--- src/rtl/vp_pkg.sv ---
// vp_pkg: shared types and width helpers for the video-pipe frame sequencer.
//   vp_frame_state_t : frame sequencer states
//   col_width/row_width : counter width helpers
//   DW_DEFAULT : default pixel data width
package vp_pkg;

    localparam int DW_DEFAULT = 8;

    typedef enum logic [2:0] {
        ST_IDLE    = 3'd0,
        ST_PAD_TOP = 3'd1,
        ST_ACTIVE  = 3'd2,
        ST_PAD_BOT = 3'd3,
        ST_DRAIN   = 3'd4,
        ST_DONE    = 3'd5
    } vp_frame_state_t;

    // Column counter only needs to reach RL-1.
    function automatic int col_width(input int rl);
        return (rl > 1) ? $clog2(rl) : 1;
    endfunction

    // Row counter runs one past the last row after the final window wraps.
    function automatic int row_width(input int nrows);
        return $clog2(nrows + 2);
    endfunction

endpackage

--- src/rtl/vp_win_pos_counter.sv ---
// vp_win_pos_counter: row/column position of the next 3x3 window.
//   i_clk, i_rst : clock, async active-high reset
//   i_clr        : synchronous clear to (0,0)
//   i_inc        : advance one window (col wraps RL-1 -> 0 with row+1)
//   o_row, o_col : current position (registered)
//   o_last       : position is (NROWS-1, RL-1)
//   o_border     : position lies on the frame edge
module vp_win_pos_counter
    import vp_pkg::*;
#(
    parameter int RL    = 640,
    parameter int NROWS = 480,
    parameter int CW    = col_width(RL),
    parameter int RW    = row_width(NROWS)
) (
    input  logic          i_clk,
    input  logic          i_rst,
    input  logic          i_clr,
    input  logic          i_inc,
    output logic [RW-1:0] o_row,
    output logic [CW-1:0] o_col,
    output logic          o_last,
    output logic          o_border
);

    logic col_end;

    assign col_end = (o_col == CW'(RL - 1));

    always_ff @(posedge i_clk or posedge i_rst) begin
        if (i_rst) begin
            o_row <= '0;
            o_col <= '0;
        end else if (i_clr) begin
            o_row <= '0;
            o_col <= '0;
        end else if (i_inc) begin
            if (col_end) begin
                o_col <= '0;
                o_row <= o_row + RW'(1);
            end else begin
                o_col <= o_col + CW'(1);
            end
        end
    end

    assign o_last   = (o_row == RW'(NROWS - 1)) && col_end;
    assign o_border = (o_row == '0) || (o_row == RW'(NROWS - 1)) ||
                      (o_col == '0) || col_end;

endmodule

--- src/rtl/vp_frame_ctrl.sv ---
// vp_frame_ctrl: frame sequencer ahead of the 3x3 window generator.
// Wraps each camera frame with one zero row above and below, forwards
// camera pixels with one cycle of latency, tracks the position of every
// window the generator emits and flags protocol errors. Never stalls.
//   i_clk, i_rst                : clock, async active-high reset
//   i_vsync                     : frame-start pulse
//   i_pixel_data/i_pixel_valid  : camera stream
//   o_lb_data/o_lb_valid        : stream to the line buffers (registered)
//   i_win_valid                 : generator emits a window this cycle
//   o_win_row/o_win_col         : position of that window
//   o_win_border/o_win_last     : edge / final-window flags (qualified)
//   o_frame_done                : one-cycle pulse after the last window
//   o_busy                      : sequencer not idle
//   o_err/i_err_clr             : sticky protocol error and its clear
module vp_frame_ctrl
    import vp_pkg::*;
#(
    parameter int DW    = DW_DEFAULT,
    parameter int RL    = 640,
    parameter int NROWS = 480,
    parameter int CW    = col_width(RL),
    parameter int RW    = row_width(NROWS)
) (
    input  logic          i_clk,
    input  logic          i_rst,
    input  logic          i_vsync,
    input  logic [DW-1:0] i_pixel_data,
    input  logic          i_pixel_valid,
    output logic [DW-1:0] o_lb_data,
    output logic          o_lb_valid,
    input  logic          i_win_valid,
    output logic [RW-1:0] o_win_row,
    output logic [CW-1:0] o_win_col,
    output logic          o_win_border,
    output logic          o_win_last,
    output logic          o_frame_done,
    output logic          o_busy,
    output logic          o_err,
    input  logic          i_err_clr
);

    localparam int PIX = NROWS * RL;
    localparam int IW  = $clog2(PIX + 1);

    vp_frame_state_t state, state_nxt;
    logic [IW-1:0]   in_cnt;
    logic [CW-1:0]   inj_cnt;
    logic            inj_end, pix_acc, pix_last, err_set;
    logic            pos_clr, win_adv, pos_last, pos_border;

    assign inj_end  = (inj_cnt == CW'(RL - 1));
    assign pix_acc  = (state == ST_ACTIVE) && i_pixel_valid;
    assign pix_last = pix_acc && (in_cnt == IW'(PIX - 1));

    always_comb begin
        state_nxt = state;
        err_set   = 1'b0;
        case (state)
            ST_IDLE: begin
                if (i_vsync) state_nxt = ST_PAD_TOP;
                if (i_win_valid) err_set = 1'b1;
            end
            ST_PAD_TOP: begin
                if (inj_end) state_nxt = ST_ACTIVE;
                if (i_pixel_valid || i_vsync || i_win_valid) err_set = 1'b1;
            end
            ST_ACTIVE: begin
                if (pix_last) state_nxt = ST_PAD_BOT;
                if (i_vsync) err_set = 1'b1;
            end
            ST_PAD_BOT: begin
                if (inj_end) state_nxt = ST_DRAIN;
                if (i_pixel_valid || i_vsync) err_set = 1'b1;
            end
            ST_DRAIN: begin
                if (i_win_valid && pos_last) state_nxt = ST_DONE;
                if (i_pixel_valid || i_vsync) err_set = 1'b1;
            end
            ST_DONE: begin
                state_nxt = i_vsync ? ST_PAD_TOP : ST_IDLE;
                if (i_win_valid) err_set = 1'b1;
            end
            default: state_nxt = ST_IDLE;
        endcase
    end

    always_ff @(posedge i_clk or posedge i_rst) begin
        if (i_rst) state <= ST_IDLE;
        else       state <= state_nxt;
    end

    // Zero-row injection counter, runs only while padding.
    always_ff @(posedge i_clk or posedge i_rst) begin
        if (i_rst) begin
            inj_cnt <= '0;
        end else if (state == ST_PAD_TOP || state == ST_PAD_BOT) begin
            inj_cnt <= inj_end ? '0 : inj_cnt + CW'(1);
        end else begin
            inj_cnt <= '0;
        end
    end

    assign pos_clr = (state_nxt == ST_PAD_TOP) && (state != ST_PAD_TOP);

    always_ff @(posedge i_clk or posedge i_rst) begin
        if (i_rst)        in_cnt <= '0;
        else if (pos_clr) in_cnt <= '0;
        else if (pix_acc) in_cnt <= in_cnt + IW'(1);
    end

    // Padding and camera pixels share one register stage so the zero rows
    // butt up against the frame with no gap or overlap.
    always_ff @(posedge i_clk or posedge i_rst) begin
        if (i_rst) begin
            o_lb_valid <= 1'b0;
            o_lb_data  <= '0;
        end else begin
            case (state)
                ST_PAD_TOP, ST_PAD_BOT: begin
                    o_lb_valid <= 1'b1;
                    o_lb_data  <= '0;
                end
                ST_ACTIVE: begin
                    o_lb_valid <= i_pixel_valid;
                    o_lb_data  <= i_pixel_valid ? i_pixel_data : '0;
                end
                default: begin
                    o_lb_valid <= 1'b0;
                    o_lb_data  <= '0;
                end
            endcase
        end
    end

    // Set wins over clear.
    always_ff @(posedge i_clk or posedge i_rst) begin
        if (i_rst)          o_err <= 1'b0;
        else if (err_set)   o_err <= 1'b1;
        else if (i_err_clr) o_err <= 1'b0;
    end

    // Windows only advance the position once real rows can be flowing.
    assign win_adv = i_win_valid &&
                     (state == ST_ACTIVE || state == ST_PAD_BOT || state == ST_DRAIN);

    vp_win_pos_counter #(
        .RL    (RL),
        .NROWS (NROWS),
        .CW    (CW),
        .RW    (RW)
    ) u_pos (
        .i_clk    (i_clk),
        .i_rst    (i_rst),
        .i_clr    (pos_clr),
        .i_inc    (win_adv),
        .o_row    (o_win_row),
        .o_col    (o_win_col),
        .o_last   (pos_last),
        .o_border (pos_border)
    );

    assign o_win_last   = i_win_valid && pos_last;
    assign o_win_border = i_win_valid && pos_border;
    assign o_frame_done = (state == ST_DONE);
    assign o_busy       = (state != ST_IDLE);

endmodule

--- config.mk ---
export PLATFORM = sky130hd
export DESIGN_NAME = vp_frame_ctrl
export DESIGN_NICKNAME = d
export VERILOG_FILES = /design/src/rtl/vp_pkg.sv /design/src/rtl/vp_win_pos_counter.sv /design/src/rtl/vp_frame_ctrl.sv
export SDC_FILE = /design/constraint.sdc
export NUM_CORES = 1
export LEC_CHECK = 0
export BUFFER_PORTS_ARGS = -buffer_cell sky130_fd_sc_hd__buf_2
export CELL_PAD_IN_SITES_DETAIL_PLACEMENT = 1
export CELL_PAD_IN_SITES_GLOBAL_PLACEMENT = 2
export CORE_MARGIN = 3
export CORE_UTILIZATION = 38
export CTS_CLUSTER_SIZE = 24
export DETAILED_ROUTE_END_ITERATION = 10
export PLACE_DENSITY_LB_ADDON = 0.1
export SYNTH_ARGS = -nofsm -noshare
export SYNTH_HDL_FRONTEND = slang
export SYNTH_SLANG_ARGS = --single-unit
--- constraint.sdc ---
create_clock -name i_clk -period 3.6 [get_ports i_clk]
set_clock_uncertainty 0.15 [all_clocks]
set_input_delay 0.36 -clock i_clk [delete_from_list [all_inputs] [get_ports i_clk]]
set_output_delay 0.36 -clock i_clk [all_outputs]
set_load 0.05 [all_outputs]
## Word-level counts from Yosys, hierarchy flattened

Index checks and enable logic that the tools add are counted.

- Add/sub/neg operators: 4
- Reductions and logical operators: 27
- Equal/unequal tests: 11
- Mux-type cells: 27

Operators by type and width:

| operator | count |
|---|---|
| $mux 10 | 5 |
| $mux 19 | 2 |
| $mux 9 | 3 |
| $add 10x1->10 const B | 2 |
| $eq 10x10->1 const B | 2 |
| $add 19x1->19 const B | 1 |
| $eq 19x19->1 const B | 1 |
| $pmux 3 s6 | 1 |
| $mux 8 | 2 |
| $mux 3 | 5 |
| $logic_not 10->1 | 1 |
| $add 9x1->9 const B | 1 |
| $eq 9x9->1 const B | 1 |
| $logic_not 9->1 | 1 |
| $logic_or 1x1->1 | 8 |
| $reduce_bool 2->1 | 4 |
| $logic_and 1x1->1 | 7 |
| $mux 1 | 7 |
| $eq 3x1->1 const B | 2 |
| $eq 3x2->1 const B | 2 |
| $eq 3x3->1 const B | 2 |
| $reduce_or 2->1 | 3 |
| $pmux 1 s4 | 1 |
| $logic_not 3->1 | 1 |
| other kinds (4) | 4 |

- Flip-flop bits (word level): 61
- Logic and storage cells: 77
- Bits of input ports: 14

## Logic depth before layout (Yosys ltp)

Gate-level depths: netlist of run 1.

- Depth in word-level cells: 9
- Depth in mapped cells: 7
- Gate-level depth less buffers: 5

## Hierarchy

Synthesis of run 1 repeated with hierarchy kept, for this count alone.

- Cells, all modules: 320
- Area total of the unflattened synthesis: 3,183.1 µm²

Modules (own cells, without submodules):

| module | area an instance (µm²) | sequential area each (µm²) | instances | cells each |
|---|---|---|---|---|
| vp_frame_ctrl | 2,054.5 | 1,051.0 | 1 | 200 |
| vp_win_pos_counter | 1,128.6 | 475.5 | 1 | 120 |

## Worst setup path after synthesis of run 1

No wires, ideal clock.

- Kind: flip-flop to output port
- From: reg u_pos.o_col[1]
- To: out o_win_border
- Cell stages (with the launch flop): 5
- Data arrival time: 2.279 ns
- Path buffers: 0
- Path slack: 0.811 ns
- Path through: dfrtp_1 > ha_1 > and4_1 > nand4_1 > a31oi_1

- Word-level cells in the longest chain between the ends: 4
- Elaborated cells between the ends (all ways): 5

RTL lines:

| what | line | text |
|---|---|---|
| start: declaration | vp_win_pos_counter.sv:21 | `output logic [CW-1:0] o_col,` |
| start signal: assignment | vp_win_pos_counter.sv:42 | `o_col <= o_col + CW'(1);` |
| $logic_not 10->1 | vp_win_pos_counter.sv:49 | `(o_col == '0) \|\| col_end;` |
| $logic_or 1x1->1 | vp_win_pos_counter.sv:48 | `assign o_border = (o_row == '0) \|\| (o_row == RW'(NROWS - 1)) \|\|` |
| $logic_or 1x1->1 (*) | vp_win_pos_counter.sv:49 |  |
| $logic_and 1x1->1 (*) | vp_frame_ctrl.sv:163 | `assign o_win_border = i_win_valid && pos_border;` |
| end: declaration | vp_frame_ctrl.sv:34 | `output logic o_win_border,` |

Mark *: on every way between the ends. The rest lies on a longest branch, timed or not.

## Worst setup path after layout of run 1

- From: reg u_pos.o_col[0]
- To: out o_win_last

- Word-level cells in the longest chain between the ends: 3

RTL lines:

| what | line | text |
|---|---|---|
| $eq 10x10->1 | vp_win_pos_counter.sv:28 | `assign col_end = (o_col == CW'(RL - 1));` |
| $logic_and 1x1->1 | vp_win_pos_counter.sv:47 | `assign o_last = (o_row == RW'(NROWS - 1)) && col_end;` |
| $logic_and 1x1->1 | vp_frame_ctrl.sv:162 | `assign o_win_last = i_win_valid && pos_last;` |
| end: declaration | vp_frame_ctrl.sv:35 | `output logic o_win_last,` |

Every way passes these cells.

==> results of run 1 <==
==> cells by family (layout without fill, tap and decap cells) <==
kind of cell,after synthesis,count (layout),synth area share [%]
AND/OR/NAND/NOR,154,154,26.3
flip-flops,61,61,47.2
AO/OA/AOI/OAI,52,52,11.8
buffers and inverters,30,81,3.76
XOR/XNOR,21,21,5.69
multiplexers,9,9,2.86
adder cells (fa/ha/maj),6,6,2.32
==> cell type report <==
type                    instances  area, um2  area share [%]
well taps                     105        131            3.52
clock inverters                 2       10.0           0.268
repair buffers                 51        268            7.17
flip-flops and latches         61       1530            40.9
multi-input cells             242       1580            42.4
inverters                      16       60.1            1.61
clock buffers                  12        155            4.15
==> cells in the mapped netlist (2+ instances only) <==
cell type	n
o211ai_1	2
a21o_1	2
clkbuf_1	6
xor2_1	11
buf_2	7
nand4_1	12
nor4b_1	4
a31o_2	3
nand2b_1	6
a21oi_1	8
and4_1	6
o21ai_1	2
and2_1	15
nor3b_1	2
o31ai_1	4
o311ai_0	3
nor4_1	8
a211oi_1	5
nand3_1	15
mux2i_1	7
mux2_2	2
inv_1	16
a311oi_1	3
nor2b_1	4
dfrtp_1	61
or4_1	2
and3_1	6
or3_1	4
o21ai_0	6
a221o_1	3
nor3_1	9
a211o_1	2
xnor2_1	10
nor2_1	29
a22o_1	2
nand2_1	25
ha_1	6
or2_2	2
==> registers in the layout, summed over array words and instances, names as in the netlist <==
signal       cells
o_err            1
inj_cnt         10
u_pos.o_row      9
in_cnt          19
state            3
o_lb_data        8
u_pos.o_col     10
o_lb_valid       1
==> worst max-delay path, delay by kind of cell (launching register included) <==
family / cells / cell delay [ns]
buffers and inverters: 2 / 0.50
DFF: 1 / 0.43
adders and majority gates: 1 / 0.23
and+or+nand+nor: 3 / 0.79
==> where the power goes <==
part / internal [mW] / total (mW) / switching [mW]
clock network: 0.278 / 0.539 / 0.261
registers: 0.689 / 0.692 / 0.00383
logic: 0.0143 / 0.0532 / 0.0389
total: 0.981 / 1.28 / 0.304
==> metrics by stage <==
stage	instance area, um2	power [mW]	cells
2_1_floorplan	3230	0.738	333
3_3_place_gp	3570	0.760	475
3_5_place_dp	3570	0.760	475
4_1_cts	3730	1.31	489
5_1_grt	3730	1.35	489
6_report	3730	1.28	489
==> layer usage <==
metal	vias up	track usage (%)	routed length (um)
met5	-	0	0
met4	0	5.57	116
met3	10	5.00	392
met2	50	25.9	3620
met1	1302	24.1	3770
li1	1299	-	-
==> final timing paths <==
kind / to / from / cells after the start
max in group asynchronous: in_cnt[0] / i_rst / 3
worst max-delay path: o_win_last / u_pos.o_col[0] / 6
worst min-delay path: inj_cnt[4] / i_rst / 2
worst min register to register: inj_cnt[0] / inj_cnt[0] / 1
min in group i_clk: o_lb_data[6] / i_pixel_data[6] / 2
worst max register to register: u_pos.o_row[7] / u_pos.o_col[0] / 5
==> flow_metrics.py, run 1 <==
metrics = {
    "run_status": {
        "outcome": "finished with violations",
        "violations": "negative hold slack",
    },
    "clocking": {
        "hold_buffers": 0,
        "ctsResizeCount": 0,
        "path_clk_slew_ns": 0.07,
        "cts_tree": "yes",
        "cts_sinks": 61,
        "root_buffer": "clkbuf_8",
        "htree_levels": 3,
        "cts_buffer_depth": 2,
        "cts-buffers-inserted": 9,
        "postCtsSetupRepairBufs": 0,
        "insertion_delay_ns": 0.34,
    },
    "setup_path": {
        "max_stage_delay_ns": 0.43,
        "crit_arrival_ns": 2.29,
        "startpoint_type": "flip-flop",
        "path_cells": "ha_1, and4_1, and4_1, buf_4, and3_1, buf_2",
        "r2r_setup_slack_ns": 1.18,
        "crit_required_ns": 3.09,
        "endpoint_kind": "primary output",
        "cp_max_fo": 12,
        "crit_path_top_delay_cell": "dfrtp_1",
        "critPathKind": "reg -> out",
        "crit_top_cell": "and4_1",
    },
    "power": {
        "powerDensity_nw_per_um2": 344,
        "vdd_drop_max_mv": 0.148,
        "power.leakage_nw": 1.70,
    },
    "logic_synthesis": {
        "ys_ff_latch": 61,
        "netlist_instances": 333,
        "syn_area_um2": 3230,
        "avgSynthCellArea_um2": 9.71,
        "syn_nets": 353,
        "synth.top_cell.area_share_pct": 47.2,
        "async_flop_share_pct": 100,
        "synth-edff-count": 0,
        "ys_types": 51,
        "synth_warnings": 0,
        "synth_flop_cell": "dfrtp_1",
        "synth.top_cells.by_area": "dfrtp_1 (47%), nor2_1 (3.4%), xor2_1 (3.0%)",
        "yosysSeqAreaShare_pct": 47.2,
        "synth_top_cell_by_area": "dfrtp_1",
    },
    "place": {
        "gp_congestion": 0.782,
        "pre_cts_slack_ns": 1.17,
        "dp_hpwl_um": 5610,
        "io_buffers": 46,
    },
    "sta": {
        "setup_viol": 0,
        "slew_headroom_pct": 45.4,
        "drv_slew": 0,
        "rsz0062_at_grt": "false",
        "timing.final.ws_setup_ns": 0.800,
        "hold-worst-slack_ns": -0.0128,
        "fin_crit_ns": 2.80,
        "max_freq_ghz": 0.357,
        "hold_viol": 19,
        "worstMarginPinSlew_ns": 0.819,
        "final.setup.tns_ns": 0,
        "fin_crit_sh_pct": 77.8,
    },
    "finish": {
        "final_core_util_pct": 45.2,
        "layout_commonest_cell": "dfrtp_1",
        "diodes": 0,
        "num-nets-final": 401,
        "nFillCells": 982,
        "drive_above_1_share_pct": 19.3,
        "most-common-layout-cells": "dfrtp_1 (61), buf_2 (46), nor2_1 (29)",
        "synthToLayoutAreaGrowth_pct": 15.6,
    },
    "floorplan": {
        "die_h_um": 98.2,
        "dieArea_um2": 9650,
        "placementRows": 33,
        "ios": 47,
        "die_x_um": 98.2,
        "start_util_pct": 39.1,
        "core-area_um2": 8260,
    },
    "drt": {
        "first_pass_iters": 4,
        "remaining_drc_errors": 0,
        "via_per_inst": 5.44,
        "drt_wl_total_um": 7910,
        "first_iter_violations": 86,
        "final_antenna_net_count": 0,
        "num_vias": 2661,
        "detail_route.wl_per_cell_um": 16.2,
    },
    "global_route": {
        "grt_antenna_before_repair": 0,
        "grt_pass1_vias": 2722,
        "grt_pass1_wl_um": 13500,
        "grt_overflow_total": 0,
        "grt_usage_pct": 17.3,
        "grt_max_degree": 34,
    },
    "flow_run": {
        "maxCapViolations": 0,
    },
    "min_path": {
        "min_path_type": "in -> async",
    },
}
Power figures use the tool's default switching activity.
==> run 2, diff against run 1 <==
Settings changed: ABC_AREA set to 1, CORE_UTILIZATION 38 to 33.
Clock period 3.6 ns to 2.89 ns, I/O delays scaled along.
==> flow_metrics.py, run 2 <==
metrics = {
    "drt": {
        "detail_route.wl_per_cell_um": 14.4,
        "num_vias": 3104,
        "first_iter_violations": 94,
        "via_per_inst": 4.81,
        "remaining_drc_errors": 0,
        "first_pass_iters": 4,
        "final_antenna_net_count": 0,
        "drt_wl_total_um": 9320,
    },
    "global_route": {
        "grt_max_degree": 62,
        "grt_overflow_total": 0,
        "grt_usage_pct": 17.2,
        "grt_pass1_vias": 3211,
        "grt_pass1_wl_um": 16000,
        "grt_antenna_before_repair": 0,
    },
    "logic_synthesis": {
        "avgSynthCellArea_um2": 7.64,
        "synth-edff-count": 0,
        "synth_warnings": 0,
        "synth.top_cells.by_area": "dfrtp_1 (44%), nand2_1 (12%), nor2_1 (6.8%)",
        "synth_top_cell_by_area": "dfrtp_1",
        "synth.most_common_cell": "nand2_1",
        "syn_area_um2": 3470,
        "synth.top_cell.area_share_pct": 44.0,
        "ys_ff_latch": 61,
        "netlist_instances": 454,
        "async_flop_share_pct": 100,
        "ys_types": 34,
        "synth_flop_cell": "dfrtp_1",
        "synthTopCellsByCount": "nand2_1 (112), nor2_1 (63), dfrtp_1 (61)",
        "syn_nets": 474,
        "yosysSeqAreaShare_pct": 44.0,
    },
    "sta": {
        "setup_viol": 0,
        "max_freq_ghz": 0.407,
        "slew_headroom_pct": 45.8,
        "worstMarginPinSlew_ns": 0.813,
        "rsz0062_at_grt": "false",
        "timing.final.ws_setup_ns": 0.436,
        "fin_crit_ns": 2.45,
        "drv_slew": 0,
        "fin_crit_sh_pct": 84.9,
        "final.setup.tns_ns": 0,
        "hold_viol": 0,
        "hold-worst-slack_ns": 0.0187,
    },
    "min_path": {
        "min_path_type": "in -> reg",
    },
    "floorplan": {
        "placementRows": 36,
        "dieArea_um2": 11800,
        "core-area_um2": 10000,
        "die_h_um": 109,
        "die_x_um": 109,
        "ios": 47,
        "start_util_pct": 34.7,
    },
    "setup_path": {
        "cp_max_fo": 6,
        "startpoint_type": "flip-flop",
        "endpoint_kind": "primary output",
        "crit_required_ns": 2.45,
        "critPathKind": "reg -> out",
        "crit_arrival_ns": 2.01,
    },
    "power": {
        "powerDensity_nw_per_um2": 570,
        "power.leakage_nw": 1.98,
        "vdd_drop_max_mv": 0.315,
        "total_power_mw": 2.30,
    },
    "clocking": {
        "cts_buffer_depth": 2,
        "hold_buffers": 0,
        "cts-buffers-inserted": 9,
        "htree_levels": 3,
        "cts_sinks": 61,
        "cts_tree": "yes",
        "ctsResizeCount": 0,
        "postCtsSetupRepairBufs": 0,
        "insertion_delay_ns": 0.34,
        "path_clk_slew_ns": 0.07,
        "root_buffer": "clkbuf_8",
    },
    "finish": {
        "final_core_util_pct": 40.3,
        "layout_commonest_cell": "nand2_1",
        "largest_register_ffs": 19,
        "most-common-layout-cells": "nand2_1 (112), nor2_1 (63), dfrtp_1 (61)",
        "top_register": "in_cnt",
        "diodes": 0,
        "reg_top3": "in_cnt x19, inj_cnt x10, u_pos.o_col x10",
        "multiInputGateArea_um2": 1660,
        "seq_area_um2": 1530,
        "synthToLayoutAreaGrowth_pct": 16.2,
        "nFillCells": 1290,
        "drive_above_1_share_pct": 18.2,
        "num-nets-final": 527,
    },
    "place": {
        "pre_cts_slack_ns": 0.765,
        "io_buffers": 46,
        "dp_hpwl_um": 6810,
        "gp_congestion": 0.788,
    },
    "flow_run": {
        "maxCapViolations": 0,
    },
    "run_status": {
        "outcome": "complete, no violations",
    },
}
-- run 2: cell types whose count changed after synthesis, moves of 15 or more --
cell / previous run / this run
nor2_1: 29 / 63
nand2_1: 25 / 112
nand3_1: 15 / 32
inv_1: 16 / 59
and2_1: 15 / 0
-- run 2: cell type report --
cell class                      instances  share of cell area [%]
Multi-Input combinational cell        323                    41.2
Tap cell                              133                    4.13
Inverter                               63                    5.87
Timing Repair Buffer                   49                    6.27
Clock inverter                          5                   0.839
Clock buffer                           11                    3.76
Sequential cell                        61                    37.9
-- run 2: power by group --
group	leakage, nW	switching [mW]	total [mW]	internal (mW)
combinational	1.07	0.363	0.520	0.157
clock	0.0917	0.369	0.727	0.358
sequential	0.817	0.110	1.05	0.940
-- run 2: worst paths after layout --
| check | from | depth (start not counted) | endpoint | slack, ns |
|---|---|---|---|---|
| worst max-delay path | u_pos.o_col[0] | 8 | o_win_border | 0.44 |
| worst min-delay path | i_pixel_data[4] | 3 | o_lb_data[4] | 0.02 |
| worst max register to register | u_pos.o_col[0] | 8 | u_pos.o_row[0] | 0.92 |
| worst min register to register | inj_cnt[9] | 2 | inj_cnt[9] | 0.39 |
| max in group asynchronous | i_rst | 3 | in_cnt[18] | 2.03 |
| min in group asynchronous | i_rst | 3 | u_pos.o_col[8] | 0.03 |
-- run 2: logic make-up (layout without fill, tap and decap cells) --
kind of cell    Yosys count  count (layout)  synth area share, %
compound gates           45              45                 8.66
xor+xnor                 15              15                 3.79
fa+ha+maj                 6               6                 2.17
buf+inv                  70             128                 8.19
flops                    61              61                 44.0
simple gates            257             257                 33.2
-- run 2: per-stage QoR --
step / cells / area, um2
3_3_place_gp: 629 / 3840
2_1_floorplan: 454 / 3470
5_1_grt: 645 / 4030
4_1_cts: 645 / 4030
3_5_place_dp: 629 / 3840
6_report: 645 / 4030
-- run 2: worst max-delay path: stages, from the launching register on --
cell and delay (ns):
dfrtp_1 0.44, ha_1 0.23, nand3_2 0.10, nor2_1 0.10, nand2_1 0.13, nor2_4 0.17
inv_1 0.09, a21oi_1 0.14, buf_2 0.27
-- run 2: routing by layer --
layer	track usage [%]	vias to the layer above	part of all wire, %
met1	23.7	1501	49
met2	27.4	31	47
li1	-	1566	-
met3	4.18	6	2.7
met5	0	-	0
met4	3.79	0	0.78
==> run 3, diff against run 2 <==
Clock period 2.89 ns to 2.32 ns, I/O delays scaled along.
==> flow_metrics.py, run 3 (same netlist as run 2, synthesis figures left out) <==
metrics = {
    "run_status": {
        "outcome": "complete, no violations",
    },
    "finish": {
        "synthToLayoutAreaGrowth_pct": 24.3,
        "top_register": "in_cnt",
        "nFillCells": 1284,
        "reg_top3": "in_cnt x19, inj_cnt x10, u_pos.o_col x10",
        "layout_commonest_cell": "nand2_1",
        "diodes": 0,
        "most-common-layout-cells": "nand2_1 (111), nor2_1 (62), dfrtp_1 (61)",
        "largest_register_ffs": 19,
        "drive_above_1_share_pct": 20.3,
        "num-nets-final": 551,
        "final_cells": 669,
    },
    "clocking": {
        "cts_sinks": 61,
        "cts_buffer_depth": 2,
        "root_buffer": "clkbuf_8",
        "cts-buffers-inserted": 9,
        "cts_tree": "yes",
        "path_clk_slew_ns": 0.08,
        "insertion_delay_ns": 0.34,
        "htree_levels": 3,
    },
    "floorplan": {
        "placementRows": 36,
        "dieArea_um2": 11800,
        "start_util_pct": 34.7,
        "core-area_um2": 10000,
        "ios": 47,
        "die_x_um": 109,
        "die_h_um": 109,
    },
    "sta": {
        "max_freq_ghz": 0.450,
        "hold_viol": 0,
        "fin_crit_ns": 2.22,
        "worstMarginPinSlew_ns": 0.673,
        "slew_headroom_pct": 55.1,
        "final.setup.tns_ns": 0,
        "fin_crit_sh_pct": 95.8,
        "setup_viol": 0,
        "drv_slew": 0,
    },
    "power": {
        "power.leakage_nw": 2.11,
        "vdd_drop_max_mv": 0.392,
        "power_frac_seq_pct": 43.3,
        "switching_share_pct": 35.1,
        "p_switching_mw": 1.06,
        "p_clk_share_pct": 32.6,
        "intPower_mw": 1.95,
        "powerDensity_nw_per_um2": 698,
        "pwr-share-comb_pct": 24.0,
    },
    "global_route": {
        "grt_antenna_before_repair": 0,
        "grt_overflow_total": 0,
        "grt_max_degree": 29,
        "grt_pass1_vias": 3368,
        "grt_usage_pct": 17.9,
        "grt_pass1_wl_um": 16700,
    },
    "setup_path": {
        "endpoint_kind": "primary output",
        "path_cells": "buf_4, inv_1, ha_1, nand4_1, o21ai_0, nor2_1, a21oi_4, buf_6",
        "startpoint_type": "flip-flop",
        "cpLargestDelayFamily": "flip-flops",
        "critPathKind": "reg -> out",
        "timing.critical_path.buf_inv": 3,
        "cp_max_fo": 4,
        "crit_required_ns": 1.94,
        "crit_arrival_ns": 1.84,
        "max_stage_delay_ns": 0.42,
        "crit_path_top_delay_cell": "dfrtp_1",
    },
    "drt": {
        "drt_wl_total_um": 9730,
        "final_antenna_net_count": 0,
        "first_pass_iters": 4,
        "remaining_drc_errors": 0,
        "first_iter_violations": 131,
        "num_vias": 3249,
        "detail_route.wl_per_cell_um": 14.5,
        "via_per_inst": 4.86,
    },
    "min_path": {
        "min_path_type": "in -> reg",
    },
    "place": {
        "gp_congestion": 0.791,
        "placed_cells": 634,
        "dp_hpwl_um": 7010,
        "io_buffers": 46,
    },
    "flow_run": {
        "maxCapViolations": 0,
    },
}
==> run 3: repair_timing <==
item	in CTS	in global routing
hold buffers	10	0
endpoints found under the setup margin	2	2
buffers inserted	3	6
pin swaps	2	2
resized for setup	3	5
hold endpoints to repair	34	0
==> run 3: layout make-up <==
| cell class | instances | area [um2] | share of cell area (%) |
|---|---|---|---|
| Clock buffer | 12 | 145 | 3.37 |
| Clock inverter | 4 | 56.3 | 1.31 |
| Timing Repair Buffer | 73 | 483 | 11.2 |
| Tap cell | 133 | 166 | 3.86 |
| Multi-Input combinational cell | 323 | 1700 | 39.4 |
| Sequential cell | 61 | 1530 | 35.4 |
| Inverter | 63 | 236 | 5.49 |
==> run 3: power by group through the flow <==
stage | Clock (mW) | Combinational, mW | Sequential [mW]
floorplan | 0 | 0.356 | 1.45
global placement | 0 | 0.670 | 1.32
detailed placement | 0 | 0.680 | 1.33
CTS | 1.03 | 0.702 | 1.31
global route | 1.08 | 0.811 | 1.32
finish | 0.982 | 0.723 | 1.30
==> run 3: worst paths after layout <==
check / endpoint / slack [ns] / startpoint / cells past startpoint
max: o_win_border / 0.1 / u_pos.o_row[0] / 8
max reg2reg: inj_cnt[9] / 0.39 / inj_cnt[0] / 6
min reg2reg: u_pos.o_row[1] / 0.41 / u_pos.o_row[1] / 2
min: o_lb_data[1] / 0.05 / i_pixel_valid / 3
max in group asynchronous: o_lb_data[7] / 1.04 / i_rst / 4
min in group asynchronous: in_cnt[14] / 0.39 / i_rst / 3
==> run 3: layer usage <==
metal	vias to the layer above	track usage, %	share of wire, %	wire [um]
met2	31	30.2	48	4650
met3	7	3.34	2.2	212
met1	1592	23.6	49	4760
met5	-	0	0	0
li1	1619	-	-	-
met4	0	4.60	1.0	100
==> run 3: worst min-delay path: cells and delay by family <==
family / cells / cell delay [ns]
buffers and inverters: 1 / 0.17
AND/OR/NAND/NOR: 2 / 0.12
==> run 3: through the flow <==
step / area, um2 / utilization, % / worst slack, ns / total power [mW] / hold slack [ns]
detailed placement: 3910 / 39.1 / 0.225 / 2.01 / 0.224
global route: 4310 / 43.1 / -0.00682 / 3.22 / 0.0508
finish: 4310 / 43.1 / 0.0982 / 3.01 / 0.0535
global placement: 3910 / 39.1 / 0.294 / 1.99 / 0.221
floorplan: 3490 / - / -0.0434 / 1.81 / 0.204
CTS: 4240 / 42.4 / 0.000910 / 3.04 / 0.0399
